===== src/rtl/dn_mem_arbiter_pkg.sv =====
// Shared types for the download/CPU memory arbiter: FSM state encoding and
// the width of the download starvation counter.
package dn_mem_arbiter_pkg;

    typedef enum logic [2:0] {
        S_IDLE,
        S_DNW,
        S_CPUW,
        S_CPUR,
        S_CPURD
    } arb_state_t;

    localparam int STARVE_W = 4;
    localparam int IOCTL_AW = 25;

endpackage


===== src/rtl/dn_mem_arbiter_if.sv =====
// Bundles the ioctl download stream, CPU memory port, RAM port and download
// status signals; slave is the arbiter side, master is the system side.
interface dn_mem_arbiter_if #(
    parameter int AW = 17,
    parameter int DW = 8
);
    logic          ioctl_download;
    logic          ioctl_wr;
    logic [24:0]   ioctl_addr;
    logic [7:0]    ioctl_dout;
    logic [7:0]    ioctl_index;
    logic          ioctl_wait;

    logic          cpu_req;
    logic          cpu_we;
    logic [AW-1:0] cpu_addr;
    logic [DW-1:0] cpu_din;
    logic [DW-1:0] cpu_dout;
    logic          cpu_ack;

    logic [AW-1:0] mem_addr;
    logic [DW-1:0] mem_din;
    logic          mem_we;
    logic [DW-1:0] mem_dout;

    logic          dn_busy;
    logic          dn_done;
    logic          dn_overrun;
    logic [AW:0]   dn_count;

    modport slave (
        input  ioctl_download, ioctl_wr, ioctl_addr, ioctl_dout, ioctl_index,
        output ioctl_wait,
        input  cpu_req, cpu_we, cpu_addr, cpu_din,
        output cpu_dout, cpu_ack,
        output mem_addr, mem_din, mem_we,
        input  mem_dout,
        output dn_busy, dn_done, dn_overrun, dn_count
    );

    modport master (
        output ioctl_download, ioctl_wr, ioctl_addr, ioctl_dout, ioctl_index,
        input  ioctl_wait,
        output cpu_req, cpu_we, cpu_addr, cpu_din,
        input  cpu_dout, cpu_ack,
        input  mem_addr, mem_din, mem_we,
        output mem_dout,
        input  dn_busy, dn_done, dn_overrun, dn_count
    );

endinterface


===== src/rtl/dn_mem_arbiter_hold_buf.sv =====
// Single-entry holding buffer for download bytes with a sticky overrun flag
// for strobes that arrive while the entry is still occupied.
module dn_hold_buf
    import dn_mem_arbiter_pkg::*;
#(
    parameter int         AW       = 17,
    parameter int         DW       = 8,
    parameter logic [7:0] DN_INDEX = 8'd0
) (
    input  logic                clk_sys,
    input  logic                reset,
    input  logic                wr,
    input  logic [7:0]          index,
    input  logic [IOCTL_AW-1:0] addr,
    input  logic [7:0]          data,
    input  logic                session_start,
    input  logic                take,
    output logic                full,
    output logic [AW-1:0]       buf_addr,
    output logic [DW-1:0]       buf_data,
    output logic                overrun
);

    logic match;

    // Bytes for another target or beyond the RAM window are invisible here.
    assign match = wr && (index == DN_INDEX) && ((addr >> AW) == '0);

    always_ff @(posedge clk_sys) begin
        if (reset) begin
            full     <= 1'b0;
            buf_addr <= '0;
            buf_data <= '0;
            overrun  <= 1'b0;
        end else begin
            if (take) begin
                full <= 1'b0;
            end else if (match && !full) begin
                full     <= 1'b1;
                buf_addr <= addr[AW-1:0];
                buf_data <= DW'(data);
            end
            if (session_start) overrun <= 1'b0;
            if (match && full) overrun <= 1'b1;
        end
    end

endmodule


===== src/rtl/dn_mem_arbiter.sv =====
// Shares one single-port RAM between the ioctl download stream and the CPU,
// with a starvation guard for buffered download bytes and session tracking.
module dn_mem_arbiter
    import dn_mem_arbiter_pkg::*;
#(
    parameter int         AW       = 17,
    parameter int         DW       = 8,
    parameter logic [7:0] DN_INDEX = 8'd0,
    parameter int         STARVE   = 4
) (
    input  logic          clk_sys,
    input  logic          reset,
    dn_mem_arbiter_if.slave bus
);

    arb_state_t          state;
    logic [STARVE_W-1:0] starve;
    logic                full;
    logic                overrun;
    logic [AW-1:0]       buf_addr;
    logic [DW-1:0]       buf_data;
    logic [AW-1:0]       mem_addr_q;
    logic [DW-1:0]       mem_din_q;
    logic                mem_we_q;
    logic                ack_q;
    logic                dl_q;
    logic                done_pend;
    logic                done_q;
    logic [AW:0]         count;
    logic                dn_grant;
    logic                rise;
    logic                fall;

    assign rise     = bus.ioctl_download && !dl_q;
    assign fall     = !bus.ioctl_download && dl_q;
    assign dn_grant = (state == S_IDLE) && full &&
                      (!bus.cpu_req || (starve == STARVE_W'(STARVE)));

    dn_hold_buf #(
        .AW       (AW),
        .DW       (DW),
        .DN_INDEX (DN_INDEX)
    ) u_hold_buf (
        .clk_sys       (clk_sys),
        .reset         (reset),
        .wr            (bus.ioctl_wr),
        .index         (bus.ioctl_index),
        .addr          (bus.ioctl_addr),
        .data          (bus.ioctl_dout),
        .session_start (rise),
        .take          (dn_grant),
        .full          (full),
        .buf_addr      (buf_addr),
        .buf_data      (buf_data),
        .overrun       (overrun)
    );

    always_ff @(posedge clk_sys) begin
        if (reset) begin
            state      <= S_IDLE;
            starve     <= '0;
            mem_addr_q <= '0;
            mem_din_q  <= '0;
            mem_we_q   <= 1'b0;
            ack_q      <= 1'b0;
        end else begin
            mem_we_q <= 1'b0;
            ack_q    <= 1'b0;
            case (state)
                S_IDLE: begin
                    if (dn_grant) begin
                        state      <= S_DNW;
                        mem_we_q   <= 1'b1;
                        mem_addr_q <= buf_addr;
                        mem_din_q  <= buf_data;
                        starve     <= '0;
                    end else if (bus.cpu_req) begin
                        if (full) starve <= starve + 1'b1;
                        mem_addr_q <= bus.cpu_addr;
                        if (bus.cpu_we) begin
                            state     <= S_CPUW;
                            mem_we_q  <= 1'b1;
                            mem_din_q <= bus.cpu_din;
                            ack_q     <= 1'b1;
                        end else begin
                            state <= S_CPUR;
                        end
                    end
                end
                S_CPUR: begin
                    state <= S_CPURD;
                    ack_q <= 1'b1;
                end
                default: state <= S_IDLE;
            endcase
        end
    end

    // A session that ends with a byte still buffered reports done only after
    // that byte has left the buffer.
    always_ff @(posedge clk_sys) begin
        if (reset) begin
            dl_q      <= 1'b0;
            count     <= '0;
            done_pend <= 1'b0;
            done_q    <= 1'b0;
        end else begin
            dl_q   <= bus.ioctl_download;
            done_q <= 1'b0;
            if (rise) begin
                count <= '0;
            end else if (state == S_DNW && count != '1) begin
                count <= count + 1'b1;
            end
            if (rise) begin
                done_pend <= 1'b0;
            end else if (fall || done_pend) begin
                if (!full) begin
                    done_q    <= 1'b1;
                    done_pend <= 1'b0;
                end else begin
                    done_pend <= 1'b1;
                end
            end
        end
    end

    // Ack and read data are masked while reset is asserted so an aborted
    // access never completes.
    assign bus.cpu_ack    = ack_q && !reset;
    assign bus.cpu_dout   = (state == S_CPURD && !reset) ? bus.mem_dout : '0;
    assign bus.ioctl_wait = full;
    assign bus.mem_addr   = mem_addr_q;
    assign bus.mem_din    = mem_din_q;
    assign bus.mem_we     = mem_we_q;
    assign bus.dn_busy    = dl_q || full;
    assign bus.dn_done    = done_q;
    assign bus.dn_overrun = overrun;
    assign bus.dn_count   = count;

endmodule

===== src/flat_wrapper.sv =====
// flat-port wrapper written by rule: the top's interface ports become plain ports
module dn_mem_arbiter_flat import dn_mem_arbiter_pkg::*;
#(
    parameter int         AW       = 17,
    parameter int         DW       = 8,
    parameter logic [7:0] DN_INDEX = 8'd0,
    parameter int         STARVE   = 4
)
  (clk_sys, reset, bus_ioctl_download, bus_ioctl_wr, bus_ioctl_addr, bus_ioctl_dout, bus_ioctl_index, bus_ioctl_wait, bus_cpu_req, bus_cpu_we, bus_cpu_addr, bus_cpu_din, bus_cpu_dout, bus_cpu_ack, bus_mem_addr, bus_mem_din, bus_mem_we, bus_mem_dout, bus_dn_busy, bus_dn_done, bus_dn_overrun, bus_dn_count);
  dn_mem_arbiter_if #(.AW(AW), .DW(DW)) bus_i ();
  input  logic clk_sys;
  input  logic reset;
  input wire logic [$bits(bus_i.ioctl_download)-1:0] bus_ioctl_download;
  input wire logic [$bits(bus_i.ioctl_wr)-1:0] bus_ioctl_wr;
  input wire logic [$bits(bus_i.ioctl_addr)-1:0] bus_ioctl_addr;
  input wire logic [$bits(bus_i.ioctl_dout)-1:0] bus_ioctl_dout;
  input wire logic [$bits(bus_i.ioctl_index)-1:0] bus_ioctl_index;
  output wire logic [$bits(bus_i.ioctl_wait)-1:0] bus_ioctl_wait;
  input wire logic [$bits(bus_i.cpu_req)-1:0] bus_cpu_req;
  input wire logic [$bits(bus_i.cpu_we)-1:0] bus_cpu_we;
  input wire logic [$bits(bus_i.cpu_addr)-1:0] bus_cpu_addr;
  input wire logic [$bits(bus_i.cpu_din)-1:0] bus_cpu_din;
  output wire logic [$bits(bus_i.cpu_dout)-1:0] bus_cpu_dout;
  output wire logic [$bits(bus_i.cpu_ack)-1:0] bus_cpu_ack;
  output wire logic [$bits(bus_i.mem_addr)-1:0] bus_mem_addr;
  output wire logic [$bits(bus_i.mem_din)-1:0] bus_mem_din;
  output wire logic [$bits(bus_i.mem_we)-1:0] bus_mem_we;
  input wire logic [$bits(bus_i.mem_dout)-1:0] bus_mem_dout;
  output wire logic [$bits(bus_i.dn_busy)-1:0] bus_dn_busy;
  output wire logic [$bits(bus_i.dn_done)-1:0] bus_dn_done;
  output wire logic [$bits(bus_i.dn_overrun)-1:0] bus_dn_overrun;
  output wire logic [$bits(bus_i.dn_count)-1:0] bus_dn_count;
  assign bus_i.ioctl_download = bus_ioctl_download;
  assign bus_i.ioctl_wr = bus_ioctl_wr;
  assign bus_i.ioctl_addr = bus_ioctl_addr;
  assign bus_i.ioctl_dout = bus_ioctl_dout;
  assign bus_i.ioctl_index = bus_ioctl_index;
  assign bus_ioctl_wait = bus_i.ioctl_wait;
  assign bus_i.cpu_req = bus_cpu_req;
  assign bus_i.cpu_we = bus_cpu_we;
  assign bus_i.cpu_addr = bus_cpu_addr;
  assign bus_i.cpu_din = bus_cpu_din;
  assign bus_cpu_dout = bus_i.cpu_dout;
  assign bus_cpu_ack = bus_i.cpu_ack;
  assign bus_mem_addr = bus_i.mem_addr;
  assign bus_mem_din = bus_i.mem_din;
  assign bus_mem_we = bus_i.mem_we;
  assign bus_i.mem_dout = bus_mem_dout;
  assign bus_dn_busy = bus_i.dn_busy;
  assign bus_dn_done = bus_i.dn_done;
  assign bus_dn_overrun = bus_i.dn_overrun;
  assign bus_dn_count = bus_i.dn_count;
  dn_mem_arbiter #(.AW(AW), .DW(DW), .DN_INDEX(DN_INDEX), .STARVE(STARVE)) u_core (.clk_sys(clk_sys), .reset(reset), .bus(bus_i));
endmodule

===== config.mk =====
export PLATFORM = sky130hd
export DESIGN_NAME = dn_mem_arbiter_flat
export DESIGN_NICKNAME = d
export VERILOG_FILES = /design/src/rtl/dn_mem_arbiter_pkg.sv /design/src/rtl/dn_mem_arbiter_if.sv /design/src/rtl/dn_mem_arbiter_hold_buf.sv /design/src/rtl/dn_mem_arbiter.sv /design/src/flat_wrapper.sv
export SDC_FILE = /design/constraint.sdc
export NUM_CORES = 1
export LEC_CHECK = 0
export CORE_MARGIN = 2
export CORE_UTILIZATION = 31
export CTS_CLUSTER_DIAMETER = 100
export DETAILED_ROUTE_END_ITERATION = 8
export PLACE_DENSITY = 0.61
export SLEW_MARGIN = 25
export SYNTH_ARGS = -nofsm -noshare
export SYNTH_HDL_FRONTEND = slang
export SYNTH_HIERARCHICAL = 1
export SYNTH_SLANG_ARGS = --single-unit
export TNS_END_PERCENT = 100

===== constraint.sdc =====
create_clock -name clk_sys -period 8.4 [get_ports clk_sys]
set_clock_uncertainty 0.2 [all_clocks]
set_input_delay 2.52 -clock clk_sys [delete_from_list [all_inputs] [get_ports clk_sys]]
set_output_delay 2.52 -clock clk_sys [all_outputs]
set_load 0.03 [all_outputs]

==> results.ini <==
[run_status]
run_status=finished with violations
failed_checks=design-rule violations

[floorplanning]
die_h_um=113
design.core.area_mm2=0.0115
design.die.area_mm2=0.0128
placementRows=39
initial_utilization_pct=31.9
io-pin-count=137
die_width_um=113

[sta]
setup-violations-final=0
timing.max_slew.rel_slack_pct=26.4
post-route-min-period_ps=6680
finalCritPeriodShare_pct=79.5
worstMarginPinSlew_ps=1100
final.setup.tns_ps=0
timing_max_transition_violations_final=0
max_freq_ghz=0.150
fin_hold_ws_ps=273
final_hold_viol_count=0
unrepaired_setup_endpoints_after_global_routing=false

[placed_design]
place_congestion=0.813
place.detailed.hpwl_mm=7.41
placed_area_mm2=0.00507
io_buffers=136

[power_and_ir_drop]
combinational_fraction_of_design_power_pct=12.8
fin_total_pwr_w=0.000873
power-per-cell-area_mw_per_mm2=163
p_int_w=0.000658
seqPwrFrac_pct=46.5
p_leak_nw=1.82
power.switching_fraction_pct=24.6
power.share.clock_pct=40.7
ir_worst_vdd_mv=0.0812
p_switching_w=0.000215

[detailed_routing]
drc=8
ant_nets=0
detail_route.vias_per_cell=5.22
drtIter0Drc=179
route.vias.total=3671
detail_route.wirelength_mm=10.7
drt_first_pass_iters=6
routedWlPerCell_um=15.2

[yosys]
synth_fp_nets=518
synth-async-reset-ratio_pct=0
yosysMostFrequentCell=sky130_fd_sc_hd__dfxtp_1
synthDominantAreaCellType=sky130_fd_sc_hd__dfxtp_1
post-synth-top-area-fraction_pct=44.6
synth_seq_area_share_pct=44.6
yosysWarnings=6
synthTopCellsByArea=sky130_fd_sc_hd__dfxtp_1 (45%), sky130_fd_sc_hd__a21oi_1 (5.3%), sky130_fd_sc_hd__nand4_1 (4.9%)
ys.flop_type=sky130_fd_sc_hd__dfxtp_1
syn_area_per_cell_um2=8.46
synth-edff-count=0
post_synthesis_cell_area_mm2=0.00368
ys_ff_latch=82
post_synth_inst_count=435
synth_cell_type_count=45
synth_commonest_cells=sky130_fd_sc_hd__dfxtp_1 (82), sky130_fd_sc_hd__nand2_1 (47), sky130_fd_sc_hd__nor2_1 (46)

[grt]
grt_start_max_net_pins=57
grt_overflow_total=0
track_usage_pct=16.6
initial_antenna_violation_count=0
global_route_wire_length_before_repair_mm=17.4
number_of_global_route_vias_before_repair=3576

[clock_network]
clock_root_buffer_master=sky130_fd_sc_hd__clkbuf_16
cts_made_buffers=9
post_cts_buffers=0
htreeDepth=3
worst_setup_hold_path_clk_slew_ps=60
clock_sink_count=82
ctsResizeCount=0
clock_tree_from_tritoncts=done
clock_latency_ps=320
holdBufCountCts=0
clk_path_buf_depth=2

[worst_setup_path]
worst_ep_required_time_ps=5680
path_max_fanout=8
worstRegToRegCells=10
r2r-start=u_core/starve[0]
crit-reg2reg-capture=u_core/u_hold_buf/buf_addr[14]
worstSetupPathType=input pin to primary output
crit_path_buf_inv_count=2
timing.critical_path.slowest_cell_delay_ps=670
worstPathCellList=buf_2, nor4b_2, and2_1, clkdlybuf4s50_1
worst_ep_arrival_time_ps=3960
critical-path-top-delay-family=buffers and inverters
worst_setup_path_end_kind=primary output
worst_path_max_delay_cell=sky130_fd_sc_hd__clkdlybuf4s50_1
r2r_setup_slack_ps=4520
start_kind=input pin

[hold_path]
hold-path-cell-count=2
timing.hold.worst.start=u_core/u_hold_buf/buf_data[4]
min_path_type=register to register
timing.hold.worst_endpoint=u_core/u_hold_buf/buf_data[4]

[cells_and_area]
drive_gt1_share_pct=5.54
layout.core_utilization_pct=46.6
flow.area_growth_from_synthesis_pct=45.7
final_nets=638
finish.instance_area_mm2=0.00536
antenna_cells=0

[job]
maxCapViolations=0

[power by group through the flow]
stage	clock [W]	combinational (W)	sequential (W)
after global routing	0.000386	0.000119	0.000407
after CTS	0.000369	0.000112	0.000406
after global placement	0	0.000111	0.000414
after detailed placement	0	0.000112	0.000414
final	0.000356	0.000112	0.000406
after floorplan	0	0.0000295	0.000432
[placed cells by master, fill, tap and decap left out, types with 11 or more instances in the layout]
cell type                         instances
sky130_fd_sc_hd__dfxtp_1                 82
sky130_fd_sc_hd__nor2_1                  46
sky130_fd_sc_hd__a21oi_1                 39
sky130_fd_sc_hd__o21ai_0                 34
sky130_fd_sc_hd__a211oi_1                11
sky130_fd_sc_hd__nand4_1                 29
sky130_fd_sc_hd__xnor2_1                 14
sky130_fd_sc_hd__clkdlybuf4s50_1        135
sky130_fd_sc_hd__nand2_1                 47
sky130_fd_sc_hd__and2_1                  11
[registers in the layout (all words and copies together), names as in the netlist, 3 cells and up]
| signal | count |
|---|---|
| u_core/bus.mem_addr | 17 |
| u_core/u_hold_buf/buf_data | 8 |
| u_core/u_hold_buf/buf_addr | 17 |
| u_core/bus.mem_din | 8 |
| u_core/bus.dn_count | 18 |
| u_core/state | 3 |
| u_core/starve | 4 |
[per-stage QoR]
step | worst slack [ps] | instances
5_1_grt | 1570 | 703
2_1_floorplan | 2250 | 435
3_5_place_dp | 1410 | 686
4_1_cts | 1410 | 702
6_report | 1720 | 703
3_3_place_gp | 1580 | 686
[area by class of cell]
class,count,area (um^2)
Sequential cell,82,1640
Timing Repair Buffer,140,1390
Tap cell,143,179
Multi-Input combinational cell,315,1850
Clock buffer,9,225
Fill cell,1171,6150
Inverter,7,26.3
Clock inverter,7,46.3
[tightest hold or removal path, cell delays in order (launching register included)]
cell and delay [ps]:
sky130_fd_sc_hd__dfxtp_1 310, sky130_fd_sc_hd__o21ai_0 60, sky130_fd_sc_hd__a21oi_1 60
[worst max-delay path by stage]
stage | slack, ps | cells past startpoint | to | from
detailed placement | 1410 | 4 | bus_cpu_dout[7] | reset
floorplan | 2250 | 2 | bus_cpu_dout[0] | reset
global placement | 1580 | 4 | bus_cpu_dout[5] | reset
global route | 1570 | 4 | bus_cpu_dout[3] | reset
CTS | 1410 | 4 | bus_cpu_dout[7] | reset
finish | 1720 | 4 | bus_cpu_dout[7] | reset
[layer usage]
layer | vias to the layer above | wire (um) | global-route usage [%]
li1 | 1791 | - | -
met1 | 1753 | 4640 | 20.2
met2 | 117 | 5090 | 27.8
met3 | 10 | 800 | 5.62
met4 | 0 | 133 | 5.28
met5 | - | 0 | 0
[logic make-up (layout without fill, tap and decap cells)]
| kind of cell | after synthesis | count (layout) | share of synthesized area (%) |
|---|---|---|---|
| and+or+nand+nor | 180 | 180 | 25.0 |
| muxes | 10 | 10 | 2.72 |
| adders and majority gates | 3 | 3 | 1.02 |
| xor gates and xnor gates | 15 | 15 | 3.57 |
| DFF | 82 | 82 | 44.6 |
| buffers and inverters | 38 | 163 | 5.51 |
| AOI/OAI and AO/OA | 107 | 107 | 17.5 |
Power figures use the tool's default switching activity.
